`config.mk`:
```
export PLATFORM = sky130hd
export DESIGN_NAME = ps2_host_transmitter
export DESIGN_NICKNAME = d
export VERILOG_FILES = /design/src/rtl/ps2_host_transmitter.sv
export SDC_FILE = /design/constraint.sdc
export NUM_CORES = 1
export LEC_CHECK = 0
export ABC_AREA = 1
export CAP_MARGIN = 20
export CORE_ASPECT_RATIO = 1.25
export CORE_MARGIN = 8
export CORE_UTILIZATION = 53
export CTS_CLUSTER_SIZE = 14
export DETAILED_ROUTE_END_ITERATION = 10
export PLACE_DENSITY = 0.75
export SYNTH_ARGS = -nofsm -noshare
export SYNTH_HDL_FRONTEND = slang
export SYNTH_SLANG_ARGS = --single-unit
```
`constraint.sdc`:
```
create_clock -name clock -period 1.35 [get_ports clock]
set_input_delay 0.27 -clock clock [delete_from_list [all_inputs] [get_ports clock]]
set_output_delay 0.27 -clock clock [all_outputs]
set_load 0.01 [all_outputs]
```
`src/rtl/ps2_host_transmitter.sv`:
```
// Host-to-device PS/2 byte transmitter driving open-drain clock/data via pull-low enables.
// Frame: inhibit, request-to-send, 11 device clocks, release wait, done/error pulse; accepts only when idle.
`timescale 1ns/1ps
module ps2_host_transmitter #(
    parameter int INHIBIT_CYCLES = 12000,
    parameter int TIMEOUT_CYCLES = 1500000
) (
    input  logic       clock,
    input  logic       reset,
    input  logic       send_valid,
    input  logic [7:0] send_data,
    output logic       send_ready,
    input  logic       ps2_clock_i,
    input  logic       ps2_data_i,
    output logic       ps2_clock_oe,
    output logic       ps2_data_oe,
    output logic       tx_active,
    output logic       done,
    output logic       error
);
    localparam int INH_W = $clog2(INHIBIT_CYCLES);
    localparam int TO_W  = $clog2(TIMEOUT_CYCLES);
    localparam logic [INH_W-1:0] INH_LAST = INH_W'(INHIBIT_CYCLES - 1);
    localparam logic [INH_W-1:0] INH_PRE  = INH_W'(INHIBIT_CYCLES - 2);
    localparam logic [TO_W-1:0]  TO_LAST  = TO_W'(TIMEOUT_CYCLES - 1);

    typedef enum logic [2:0] {
        S_IDLE, S_INHIBIT, S_REQ, S_SHIFT, S_ACK, S_WAIT_REL, S_DONE, S_ERR
    } state_t;

    state_t             r_state;
    state_t             w_state_nxt;
    logic               r_clk_s1, r_clk_s2, r_clk_prev;
    logic               r_dat_s1, r_dat_s2;
    logic [8:0]         r_shreg;
    logic [3:0]         r_bit_idx;
    logic [INH_W-1:0]   r_inh_cnt;
    logic [TO_W-1:0]    r_to_cnt;
    logic               r_clk_oe, r_data_oe;
    logic               w_fall, w_accept, w_to_hit;
    logic               w_clk_oe_nxt, w_data_oe_nxt;

    assign w_fall       = r_clk_prev & ~r_clk_s2;
    assign w_accept     = send_valid & send_ready;
    assign w_to_hit     = (r_to_cnt == TO_LAST);
    assign ps2_clock_oe = r_clk_oe;
    assign ps2_data_oe  = r_data_oe;

    // State register
    always_ff @(posedge clock) begin
        if (reset) r_state <= S_IDLE;
        else       r_state <= w_state_nxt;
    end

    // Next-state logic; the timeout wins over a fall in the same cycle
    always_comb begin
        w_state_nxt = r_state;
        case (r_state)
            S_IDLE:     if (w_accept) w_state_nxt = S_INHIBIT;
            S_INHIBIT:  if (r_inh_cnt == INH_LAST) w_state_nxt = S_REQ;
            S_REQ:      w_state_nxt = S_SHIFT;
            S_SHIFT: begin
                if (w_to_hit)                          w_state_nxt = S_ERR;
                else if (w_fall && r_bit_idx == 4'd9)  w_state_nxt = S_ACK;
            end
            S_ACK: begin
                if (w_to_hit)    w_state_nxt = S_ERR;
                else if (w_fall) w_state_nxt = r_dat_s2 ? S_ERR : S_WAIT_REL;
            end
            S_WAIT_REL: begin
                if (w_to_hit)                  w_state_nxt = S_ERR;
                else if (r_clk_s2 && r_dat_s2) w_state_nxt = S_DONE;
            end
            S_DONE:     w_state_nxt = S_IDLE;
            S_ERR:      w_state_nxt = S_IDLE;
            default:    w_state_nxt = S_IDLE;
        endcase
    end

    // Outputs; pin enables are computed one cycle ahead so the registered value lines up with the state
    always_comb begin
        send_ready    = (r_state == S_IDLE) & ~reset;
        tx_active     = (r_state != S_IDLE);
        done          = (r_state == S_DONE);
        error         = (r_state == S_ERR);
        w_clk_oe_nxt  = (w_state_nxt == S_INHIBIT);
        w_data_oe_nxt = 1'b0;
        case (r_state)
            S_INHIBIT: w_data_oe_nxt = (r_inh_cnt >= INH_PRE);
            S_REQ:     w_data_oe_nxt = 1'b1;
            S_SHIFT: begin
                if (w_to_hit)                w_data_oe_nxt = 1'b0;
                else if (!w_fall)            w_data_oe_nxt = r_data_oe;
                else if (r_bit_idx < 4'd9)   w_data_oe_nxt = ~r_shreg[r_bit_idx];
                else                         w_data_oe_nxt = 1'b0;
            end
            default:   w_data_oe_nxt = 1'b0;
        endcase
    end

    always_ff @(posedge clock) begin
        if (reset) begin
            r_clk_s1   <= 1'b1;
            r_clk_s2   <= 1'b1;
            r_clk_prev <= 1'b1;
            r_dat_s1   <= 1'b1;
            r_dat_s2   <= 1'b1;
            r_shreg    <= '0;
            r_bit_idx  <= '0;
            r_inh_cnt  <= '0;
            r_to_cnt   <= '0;
            r_clk_oe   <= 1'b0;
            r_data_oe  <= 1'b0;
        end else begin
            r_clk_s1   <= ps2_clock_i;
            r_clk_s2   <= r_clk_s1;
            r_clk_prev <= r_clk_s2;
            r_dat_s1   <= ps2_data_i;
            r_dat_s2   <= r_dat_s1;
            r_clk_oe   <= w_clk_oe_nxt;
            r_data_oe  <= w_data_oe_nxt;

            if (w_accept) r_shreg <= {~^send_data, send_data};

            if (r_state == S_INHIBIT) r_inh_cnt <= r_inh_cnt + 1'b1;
            else                      r_inh_cnt <= '0;

            if (r_state == S_REQ)
                r_bit_idx <= '0;
            else if (r_state == S_SHIFT && w_fall && !w_to_hit)
                r_bit_idx <= r_bit_idx + 1'b1;

            case (r_state)
                S_SHIFT, S_ACK, S_WAIT_REL: r_to_cnt <= w_fall ? '0 : r_to_cnt + 1'b1;
                default:                    r_to_cnt <= '0;
            endcase
        end
    end
endmodule

```
## After elaboration in Yosys (flattened, before gate mapping)

Cells that the tools add are included.
Widths: inputs -> output; s select.

- Add/subtract/negate cells: 3
- Multiply operators: 0
- Div/mod/pow operators: 0
- Order comparisons: 3
- Equal/unequal tests: 12
- Shift operators: 0
- Muxes and demuxes: 16
- Bitwise gates (word level): 8
- Reductions and logical operators: 13

Operators by type and width:

| kind | count |
|---|---|
| $mux 3 | 8 |
| $add 21x1->21 const B | 1 |
| $eq 21x21->1 const B | 1 |
| $pmux 3 s7 | 1 |
| $add 14x1->14 const B | 1 |
| $eq 14x14->1 const B | 1 |
| $ge 14x14->1 const B | 1 |
| $eq 3x3->1 const B | 4 |
| $reduce_xnor 8->1 | 1 |
| $eq 3x1->1 const B | 2 |
| $eq 3x2->1 const B | 2 |
| $reduce_or 2->1 | 3 |
| $reduce_or 3->1 | 2 |
| $lt 4x5->1 const B | 1 |
| $not 1->1 | 5 |
| $add 4x1->4 const B | 1 |
| $bmux 1 s4 | 1 |
| $eq 4x4->1 const B | 1 |
| $logic_and 1x1->1 | 4 |
| $lt 4x4->1 const B | 1 |
| $mux 1 | 4 |
| $and 1x1->1 | 3 |
| $logic_not 3->1 | 1 |
| $ne 3x3->1 const B | 1 |
| other kinds (4) | 4 |

- Register bits: 58
- Latch bits: 0
- RAM bits: 0
- Memory bits (read-only): 0
- Input port bits: 13
- Output and inout port bits: 6
- Logic and storage cells: 67
- Memories: 0

## Longest topological paths before layout

Gate-level depths: netlist of the first run.

- Depth after elaboration: 7
- Depth in mapped cells: 12
- Depth with buffers taken out: 12

## Worst setup path before layout of the first run

OpenSTA, ideal clock, no wires.

- Path kind: register -> register
- From: register r_to_cnt[0]
- To: register r_to_cnt[14]
- Setup time: 0.126 ns
- Data arrival time: 1.271 ns
- Data required time: 1.224 ns
- Setup slack: -0.047 ns
- Stages on the path, launching flop included: 9
- Buffers on the path: 0
- Period minus slack after synthesis: 1.397 ns
- Cell sequence: dfxtp_1 ha_1 nand2_1 nor2_1 nand2_1 nor2_4 inv_1 nor4_1 nor3_2

- Cells in the longest elaborated chain, start to end: 1

RTL lines:

| what | line | text |
|---|---|---|
| start, declared | 38 | `logic [TO_W-1:0] r_to_cnt;` |
| start signal, assigned | 134 | `S_SHIFT, S_ACK, S_WAIT_REL: r_to_cnt <= w_fall ? '0 : r_to_cnt + 1'b1;` |
| $add 21x1->21 | 134 |  |

Every way passes these cells.
A chain may end at the register's enable or synchronous reset.

## Final worst setup path of the first run

- From: register r_to_cnt[1]
- To: register r_bit_idx[3]

- Cells in the longest elaborated chain, start to end: 3

RTL lines:

| what | line | text |
|---|---|---|
| $eq 21x21->1 | 45 | `assign w_to_hit = (r_to_cnt == TO_LAST);` |
| $logic_not 1->1 | 130 | `else if (r_state == S_SHIFT && w_fall && !w_to_hit)` |
| $logic_and 1x1->1 | 130 |  |
| end signal, assigned | 131 | `r_bit_idx <= r_bit_idx + 1'b1;` |
| end, declared | 36 | `logic [3:0] r_bit_idx;` |

Every way passes these cells.

==> results.py, run 1 <==
metrics = {
    "run_status": {
        "status": "finished, violations left",
        "violations": "negative setup slack",
    },
    "cts": {
        "htree_levels": 3,
        "holdBufCountCts": 0,
        "cts_sinks": 58,
        "clock-root-buffer": "clkbuf_8",
        "cts_inserted_buffers": 9,
        "cts_tree": "done",
        "insertion_delay_ps": 350,
        "clk_pin_slew_worst_paths_ps": 70,
        "cts_max_path_buffers": 2,
    },
    "detailed_routing": {
        "drc_errors": 0,
        "antenna_left": 0,
        "drtIter0Drc": 328,
        "vias": 3424,
        "viasPerCell": 5.660,
        "totalWireLength_mm": 10.50,
        "post_drt_wl_per_cell_um": 17.35,
        "first_pass_iters": 5,
    },
    "final_layout": {
        "register_area_um2": 1192,
        "layout-drive-gt1-share_pct": 46.58,
        "final_area_um2": 4664,
        "syn2layout_area_growth_pct": 56.18,
        "post-route-util_pct": 85.70,
        "final_nets": 555,
        "n_antenna_cell": 0,
        "final_cells": 605,
        "fill_cells": 261,
        "multiInputGateArea_um2": 2013,
    },
    "critical_path": {
        "critPathCaptureType": "flop",
        "cp.required_ps": 1620,
        "r2r_end": "r_bit_idx[3]$_SDFFE_PP0P_",
        "worstPathCellList": "ha_4, buf_6, nand3_4, nor2_4, nand3_4, nand2_4, inv_4, nand2_4, inv_4, nand2_4, nand2_2, a21oi_2",
        "startpoint": "r_to_cnt[1]$_SDFF_PP0_",
        "startpoint_type": "flop",
        "cp_num_cells": 12,
        "cpPeakStageDelay_ps": 350,
        "path_delay_family": "simple AND/OR/NAND/NOR gates",
        "crit_path_frequent_cell": "nand2_4",
        "r2r_start": "r_to_cnt[1]$_SDFF_PP0_",
        "r2r_setup_slack_ps": -270,
        "critPathBufInv": 3,
        "r2r_cells": 12,
        "crit_type": "reg2reg",
        "slowest_stage": "dfxtp_2",
        "endpoint": "r_bit_idx[3]$_SDFFE_PP0P_",
        "arrival_ps": 1890,
        "worstPathMaxFanout": 5,
    },
    "sta": {
        "setup_viol": 48,
        "finalHoldViolCount": 0,
        "rsz0062_at_grt": "true",
        "maxSlewViolCount": 0,
        "min_period_ps": 1620,
        "fin_ws_ps": -269.7,
        "fmax_ghz": 0.6174,
        "finalClockSkew_ps": 8.005,
        "fin_crit_sh_pct": 120.0,
        "tightest_slew_ps": 479.0,
        "relSlewSlack_pct": 67.82,
        "fin_tns_setup_ps": -6037,
    },
    "yosys": {
        "yosysMostFrequentCell": "nand2_1",
        "yosysWarnings": 0,
        "synth.area.top_cells": "dfxtp_1, nand2_1, nor2_1",
        "netlist_top_cells_count": "nand2_1, dfxtp_1, nor2_1, inv_1, nand3_1",
        "netlist.area_leader.share_pct": 38.88,
        "ys_types": 38,
        "synthCells": 413,
        "ys.flop_type": "dfxtp_1",
        "syn_nets": 432,
        "synthArstFlopShare_pct": 0,
        "yosysTopAreaCell": "dfxtp_1",
        "ys_seq_area_share_pct": 38.88,
        "synth_edf_count": 0,
        "syn_area_um2": 2987,
        "avgSynthCellArea_um2": 7.232,
        "ys_ff_latch": 58,
    },
    "power_and_ir_drop": {
        "power.density_nw_per_um2": 752.4,
        "p_leak_uw": 0.002024,
        "ir_worst_vdd_mv": 0.7761,
    },
    "placement": {
        "gp_congestion": 0.8801,
        "port_buffers": 18,
        "dp_cells": 566,
        "dp_hpwl_mm": 5.165,
        "place_area_um2": 3801,
    },
    "global_route": {
        "grt_pass1_vias": 3057,
        "grt_max_degree": 11,
        "globalRouteOverflowTotal": 0,
        "antenna_found_initial": 0,
        "grt_pass1_wl_mm": 13.14,
        "grt.total_usage_pct": 18.77,
    },
    "worst_hold_path": {
        "hp-start": "reset",
        "hold_path_class": "in2reg",
    },
    "flow_run": {
        "drv_cap": 0,
    },
    "floorplan": {
        "initial_core_util_pct": 54.87,
        "placementRows": 30,
        "core_area_um2": 5443,
        "die_w_um": 83.14,
        "die_y_um": 99.93,
        "io_pins": 19,
        "die_area_um2": 8308,
    },
}
[sequential cells by signal, summed over array words and instances (netlist names)]
name / cells
r_to_cnt: 21
r_inh_cnt: 14
r_shreg: 9
r_bit_idx: 4
r_state: 3
ps2_clock_oe: 1
ps2_data_oe: 1
r_clk_prev: 1
r_clk_s1: 1
r_clk_s2: 1
r_dat_s1: 1
r_dat_s2: 1
[stage by stage]
stage / hold slack, ps / worst slack (ps) / power, µW
final: 416.8 / -269.7 / 3509
after global routing: 413.3 / -308.5 / 3573
after CTS: 415.6 / -132.4 / 3409
after detailed placement: 398.3 / -375.1 / 2054
after global placement: 393.5 / -365.4 / 2045
after floorplan: 373.8 / 2.933 / 1933
[worst min-delay path by stage]
stage / end / cells past startpoint
final: ps2_data_oe$_SDFFE_PP0P_ / 3
after global routing: ps2_data_oe$_SDFFE_PP0P_ / 3
after CTS: r_clk_s2$_SDFF_PP1_ / 1
after detailed placement: r_clk_s2$_SDFF_PP1_ / 1
after global placement: r_dat_s2$_SDFF_PP1_ / 1
after floorplan: r_clk_s1$_SDFF_PP1_ / 1
[worst reg2reg max path: stages (launching register included)]
cell and delay, ps:
dfxtp_2 350, ha_4 170, buf_6 120, nand3_4 90, nor2_4 140, nand3_4 110
nand2_4 90, inv_4 50, nand2_4 100, inv_4 60, nand2_4 60, nand2_2 50
a21oi_2 160
[power breakdown]
part | switching, µW | total, µW | internal, µW
Clock | 725 | 1430 | 709
Sequential | 28.8 | 1770 | 1740
Combinational | 160 | 306 | 146
Total | 914 | 3510 | 2600
[kinds of logic after synthesis]
family | count (synthesis) | synth area share, %
and+or+nand+nor | 235 | 39.46
DFF | 58 | 38.88
buffers and inverters | 56 | 7.457
AOI/OAI and AO/OA | 48 | 8.756
xor gates and xnor gates | 10 | 2.932
adders and majority gates | 6 | 2.514
[per-layer routing]
layer  routed length (µm)  GRT usage (%)  share of wire (%)
met5                    0              0                  0
met3                  605          4.214                5.8
met1                 3957          19.94                 38
met4                  407          8.537                3.9
met2                 5525          34.35                 53
[repair_timing]
item	4_1_cts	5_1_grt
resized for setup	93	83
buffers inserted	13	11
setup endpoints to repair	51	55
pin swaps	34	46
[final cells by class]
| type | instances | share of cell area, % |
|---|---|---|
| multi-input combinational | 299 | 43.16 |
| tap | 64 | 1.717 |
| inverter | 52 | 4.667 |
| clock inverter | 3 | 0.3219 |
| timing repair buffer | 116 | 21.38 |
| clock buffer | 13 | 3.192 |
| sequential | 58 | 25.56 |
[layout by cell type, fill, tap and decap left out, types with 13 or more instances in the layout]
master,count
nand3_1,27
a21oi_2,15
inv_1,35
nand2_1,81
buf_6,23
nor2_4,13
buf_4,75
nand2_2,17
nor2_1,34
dfxtp_1,43
No activity file was read; power rests on OpenSTA's default activity.
==> run 2, diff against run 1 <==
Settings changed: GPL_TIMING_DRIVEN set to 0.
==> run 2 against run 1 <==
  * The flow still finishes with violations (negative setup slack)
  * Worst hold slack got worse by 79 ps
  * Sequential share of layout area increased by 3.5 points
  * Combinational power shrank 23%
  * Setup slack better by 80 ps
==> results.py, run 2 (synthesis gave the netlist of run 1 again) <==
metrics = {
    "run_status": {
        "status": "finished, violations left",
        "violations": "negative setup slack",
    },
    "placement": {
        "port_buffers": 17,
        "gp_congestion": 0.8230,
        "dp_hpwl_mm": 4.377,
        "place_ws_ps": -244.7,
    },
    "critical_path": {
        "slowest_stage": "dfxtp_1",
        "worstPathCellList": "inv_1, nand2_2, inv_2, nand3_1, nand2_1, nand2_2, nand2_2, nand2_1, inv_1, nand3_1, nand2_1, inv_1",
        "path_delay_family": "simple AND/OR/NAND/NOR gates",
        "critPathBufInv": 4,
        "arrival_ps": 1780,
        "critPathCaptureType": "flop",
        "cpPeakStageDelay_ps": 330,
        "cp.required_ps": 1590,
        "worstPathMaxFanout": 6,
        "crit_type": "reg2reg",
        "startpoint_type": "flop",
        "r2r_setup_slack_ps": -190,
    },
    "power_and_ir_drop": {
        "ir_worst_vdd_mv": 0.7234,
        "power.density_nw_per_um2": 800.1,
        "p_leak_uw": 0.001713,
    },
    "sta": {
        "fin_crit_sh_pct": 114.1,
        "setup_viol": 34,
        "relSlewSlack_pct": 66.24,
        "fmax_ghz": 0.6493,
        "rsz0062_at_grt": "true",
        "min_period_ps": 1540,
        "finalHoldViolCount": 0,
        "maxSlewViolCount": 0,
        "fin_tns_setup_ps": -3584,
        "fin_ws_ps": -190.2,
        "finalClockSkew_ps": 5.475,
        "tightest_slew_ps": 506.4,
    },
    "global_route": {
        "antenna_found_initial": 0,
        "grt_pass1_vias": 2717,
        "grt.total_usage_pct": 16.34,
        "globalRouteOverflowTotal": 0,
        "grt_max_degree": 11,
        "grt_pass1_wl_mm": 11.47,
    },
    "cts": {
        "cts_tree": "done",
        "htree_levels": 3,
        "cts_sinks": 58,
        "cts_max_path_buffers": 2,
        "clock-root-buffer": "clkbuf_8",
        "insertion_delay_ps": 340,
        "cts_inserted_buffers": 9,
        "clk_pin_slew_worst_paths_ps": 60,
    },
    "floorplan": {
        "die_w_um": 83.14,
        "placementRows": 30,
        "core_area_um2": 5443,
        "die_area_um2": 8308,
        "io_pins": 19,
        "initial_core_util_pct": 54.87,
        "die_y_um": 99.93,
    },
    "detailed_routing": {
        "top_layer": "met4",
        "vias": 3034,
        "wl_met3_um": 401,
        "totalWireLength_mm": 7.990,
        "drc_errors": 0,
        "wl_met2_mm": 4.086,
        "first_pass_iters": 4,
        "post_drt_wl_per_cell_um": 14.63,
        "viasPerCell": 5.557,
        "drtIter0Drc": 160,
        "antenna_left": 0,
        "wl_met1_mm": 3.154,
    },
    "final_layout": {
        "final_nets": 496,
        "fill_cells": 341,
        "final_cell_mix": "nand2_1, inv_1, dfxtp_1",
        "reg_top3": "r_to_cnt x21, r_inh_cnt x14, r_shreg x9",
        "largest_register": "r_to_cnt",
        "largest_reg_flops": 21,
        "n_antenna_cell": 0,
        "layout-drive-gt1-share_pct": 43.78,
        "syn2layout_area_growth_pct": 41.22,
        "mostFrequentLayoutCell": "nand2_1",
    },
    "flow_run": {
        "drv_cap": 0,
    },
    "worst_hold_path": {
        "hold_path_class": "in2reg",
    },
}
run 2: cell types whose count changed in the layout (fill, tap and decap cells not counted), moves of 5 or more:
cell,before,now
dfxtp_1,43,33
dfxtp_4,5,14
nand2_2,17,22
nand2_1,81,76
buf_4,75,28
buf_6,23,8
inv_4,6,1
run 2: report_power, final:
| part | switching, µW | internal (µW) |
|---|---|---|
| registers | 26.0 | 1720 |
| logic | 123 | 112 |
| clock network | 683 | 708 |
run 2: per-layer routing:
| layer | track usage [%] | vias to the layer above |
|---|---|---|
| met5 | 0 | - |
| met4 | 8.808 | 0 |
| met3 | 4.133 | 41 |
| met2 | 29.08 | 104 |
| met1 | 17.26 | 1414 |
| li1 | - | 1475 |
run 2: repair_timing:
action                                  CTS  global route
endpoints found under the setup margin   41            54
pin swaps                                23            38
cloned                                    1             0
gates resized for setup                  85           106
hold buffers                              0             0
buffers inserted                         19            17
run 2: metrics by stage:
| step | cell area, µm² | utilization, % | instances | total power, µW | hold slack [ps] |
|---|---|---|---|---|---|
| global placement | 3253 | 59.77 | 494 | 2010 | 393.8 |
| finish | 4218 | 77.49 | 546 | 3375 | 337.6 |
| floorplan | 3003 | - | 413 | 1933 | 373.8 |
| CTS | 3769 | 69.24 | 530 | 3382 | 340.4 |
| global route | 4218 | 77.49 | 546 | 3482 | 391.8 |
| detailed placement | 3253 | 59.77 | 494 | 2014 | 393.9 |
run 2: path summary, 6_finish.rpt:
kind	start	to	cells after the start
worst max-delay path	r_clk_s2$_SDFF_PP1_	r_state[0]$_SDFF_PP0_	12
worst max register to register	r_clk_s2$_SDFF_PP1_	r_state[0]$_SDFF_PP0_	12
worst min register to register	r_clk_s1$_SDFF_PP1_	r_clk_s2$_SDFF_PP1_	1
worst min-delay path	reset	r_state[2]$_SDFF_PP0_	2
run 2: worst reg2reg max path: stages, from the launching register on:
cell and delay [ps]:
dfxtp_1 330, inv_1 100, nand2_2 120, inv_2 160
nand3_1 130, nand2_1 120, nand2_2 70, nand2_2 80
nand2_1 50, inv_1 50, nand3_1 60, nand2_1 110
inv_1 50
run 2: area by class of cell:
cell class	instances	area, µm²	share of cell area [%]
multi-input cells	299	2014	47.76
flip-flops and latches	58	1227	29.10
repair buffers	54	488.0	11.57
inverters	52	227.7	5.399
clock buffers	13	148.9	3.530
well taps	64	80.08	1.899
plain buffers	3	16.27	0.3856
clock inverters	3	15.01	0.3560
==> run 3, diff against run 2 <==
Settings changed: SETUP_SLACK_MARGIN set to 0.15, TNS_END_PERCENT set to 30.
==> run 3 against run 2 <==
  * The flow still finishes with violations (negative setup slack)
  * Sequential share of layout area grew 1.3 points
  * Critical endpoint is now ps2_clock_oe$_SDFF_PP0_
  * Clock power about the same
  * Critical path depth unchanged
  * Sequential cell count unchanged
  * Design area fell by 5.2%
  * Highest routed layer unchanged
  * Worst hold slack better by 22 ps
==> results.py, run 3 (synthesis gave the netlist of run 1 again) <==
metrics = {
    "sta": {
        "relSlewSlack_pct": 64.56,
        "maxSlewViolCount": 0,
        "fmax_ghz": 0.6850,
        "rsz0062_at_grt": "true",
        "tightest_slew_ps": 531.6,
        "finalClockSkew_ps": 8.043,
        "setup_viol": 30,
        "fin_ws_ps": -109.9,
        "min_period_ps": 1460,
        "fin_crit_sh_pct": 108.1,
        "finalHoldViolCount": 0,
    },
    "critical_path": {
        "arrival_ps": 1700,
        "critPathCaptureType": "flop",
        "startpoint_type": "flop",
        "crit_type": "reg2reg",
        "cp.required_ps": 1590,
        "worstPathMaxFanout": 4,
    },
    "cts": {
        "cts_tree": "done",
        "holdBufCountCts": 0,
        "cts_sinks": 58,
        "clk_pin_slew_worst_paths_ps": 60,
        "insertion_delay_ps": 340,
        "cts_inserted_buffers": 9,
        "clock-root-buffer": "clkbuf_8",
        "cts_max_path_buffers": 2,
        "htree_levels": 3,
    },
    "run_status": {
        "status": "finished, violations left",
        "violations": "negative setup slack",
    },
    "global_route": {
        "grt_max_degree": 11,
        "grt.total_usage_pct": 15.82,
        "grt_pass1_wl_mm": 11.05,
        "grt_pass1_vias": 2641,
        "globalRouteOverflowTotal": 0,
        "antenna_found_initial": 0,
    },
    "power_and_ir_drop": {
        "power.density_nw_per_um2": 851.1,
        "power_frac_seq_pct": 51.6,
        "comb_power_share_pct": 6.9,
        "p_total_uw": 3404,
        "p_clk_share_pct": 41.6,
        "p_leak_uw": 0.001600,
        "p_sw_uw": 815.2,
        "ir_worst_vdd_mv": 0.7536,
        "p_int_uw": 2589,
        "sw_frac_of_total_pct": 23.95,
    },
    "placement": {
        "place_ws_ps": -257.9,
        "dp_hpwl_mm": 4.433,
        "gp_congestion": 0.8456,
        "port_buffers": 17,
        "place_area_um2": 3307,
    },
    "detailed_routing": {
        "totalWireLength_mm": 6.723,
        "viasPerCell": 5.160,
        "drtIter0Drc": 70,
        "vias": 2740,
        "drc_errors": 0,
        "first_pass_iters": 4,
        "antenna_left": 0,
        "post_drt_wl_per_cell_um": 12.66,
    },
    "final_layout": {
        "syn2layout_area_growth_pct": 33.93,
        "final_nets": 482,
        "final_cell_mix": "nand2_1, nor2_1, dfxtp_1",
        "n_antenna_cell": 0,
        "largest_register": "r_to_cnt",
        "layout-drive-gt1-share_pct": 38.97,
        "largest_reg_flops": 21,
        "mostFrequentLayoutCell": "nand2_1",
        "final_area_um2": 4000,
        "reg_top3": "r_to_cnt x21, r_inh_cnt x14, r_shreg x9",
    },
    "floorplan": {
        "die_y_um": 99.93,
        "placementRows": 30,
        "initial_core_util_pct": 54.87,
        "die_area_um2": 8308,
        "die_w_um": 83.14,
        "core_area_um2": 5443,
        "io_pins": 19,
    },
    "worst_hold_path": {
        "hold_path_class": "in2reg",
    },
    "flow_run": {
        "drv_cap": 0,
    },
}
[run 3: cell types whose count changed in the layout (fill, tap and decap cells not counted), moves of 3 or more]
cell / before / now
a21oi_2: 12 / 9
buf_4: 28 / 18
nor2_1: 30 / 34
dfxtp_4: 14 / 10
nand3_4: 7 / 4
nor2_4: 14 / 11
o21ai_1: 3 / 6
a21oi_1: 15 / 18
nand2_2: 22 / 16
dfxtp_2: 11 / 14
nand2_1: 76 / 84
inv_4: 1 / 4
[run 3: repair_timing]
item,in CTS,in global routing
resized for setup,67,79
pin swaps,12,28
buffers inserted,13,8
gates cloned,0,1
endpoints found under the setup margin,59,59
[run 3: routing by layer]
metal	vias to the layer above	wire (µm)	part of all wire, %	track usage [%]
li1	1434	-	-	-
met1	1264	3022	45	17.07
met2	33	3387	50	27.76
met3	9	195	2.9	4.214
met4	0	118	1.8	7.995
met5	-	0	0	0
[run 3: critical path: stages (launching register included)]
cell and delay, ps:
dfxtp_4 380, ha_4 140, nand2_2 50, inv_2 70
nand2_2 60, nor2_1 100, nand2_1 80, nand2_1 70
nand2_1 60, a21oi_2 120, nand3_1 90, nand2_1 90
nor2_2 50
[run 3: layout make-up]
type / count / area [µm²]
plain buffers: 4 / 35.03
clock buffers: 12 / 155.1
clock inverters: 3 / 15.01
fillers: 404 / 1443
inverters: 52 / 227.7
multi-input cells: 299 / 1924
flip-flops and latches: 58 / 1216
well taps: 64 / 80.08
repair buffers: 39 / 346.6
[run 3: worst paths after layout]
kind,start,end,slack (ps),cells after the start
setup reg to reg,r_inh_cnt[0]$_SDFF_PP0_,ps2_clock_oe$_SDFF_PP0_,-110,12
setup / recovery,r_inh_cnt[0]$_SDFF_PP0_,ps2_clock_oe$_SDFF_PP0_,-110,12
hold reg to reg,r_clk_s1$_SDFF_PP1_,r_clk_s2$_SDFF_PP1_,410,1
hold / removal,reset,r_state[2]$_SDFF_PP0_,360,2
[run 3: power by group through the flow]
stage / registers [µW] / logic (µW) / clock network [µW]
2_1_floorplan: 1800 / 139 / 0
3_3_place_gp: 1810 / 212 / 0
3_5_place_dp: 1810 / 215 / 0
4_1_cts: 1760 / 225 / 1430
5_1_grt: 1760 / 264 / 1510
6_report: 1760 / 234 / 1420
[run 3: through the flow]
step	hold slack, ps	setup TNS, ps	instances	util (%)
after floorplan	373.8	0	413	-
after global placement	393.0	-3003	494	60.76
after detailed placement	395.5	-3788	494	60.76
after CTS	364.7	-862.2	522	67.63
after global routing	422.7	-4900	531	73.49
final	360.1	-1260	531	73.49
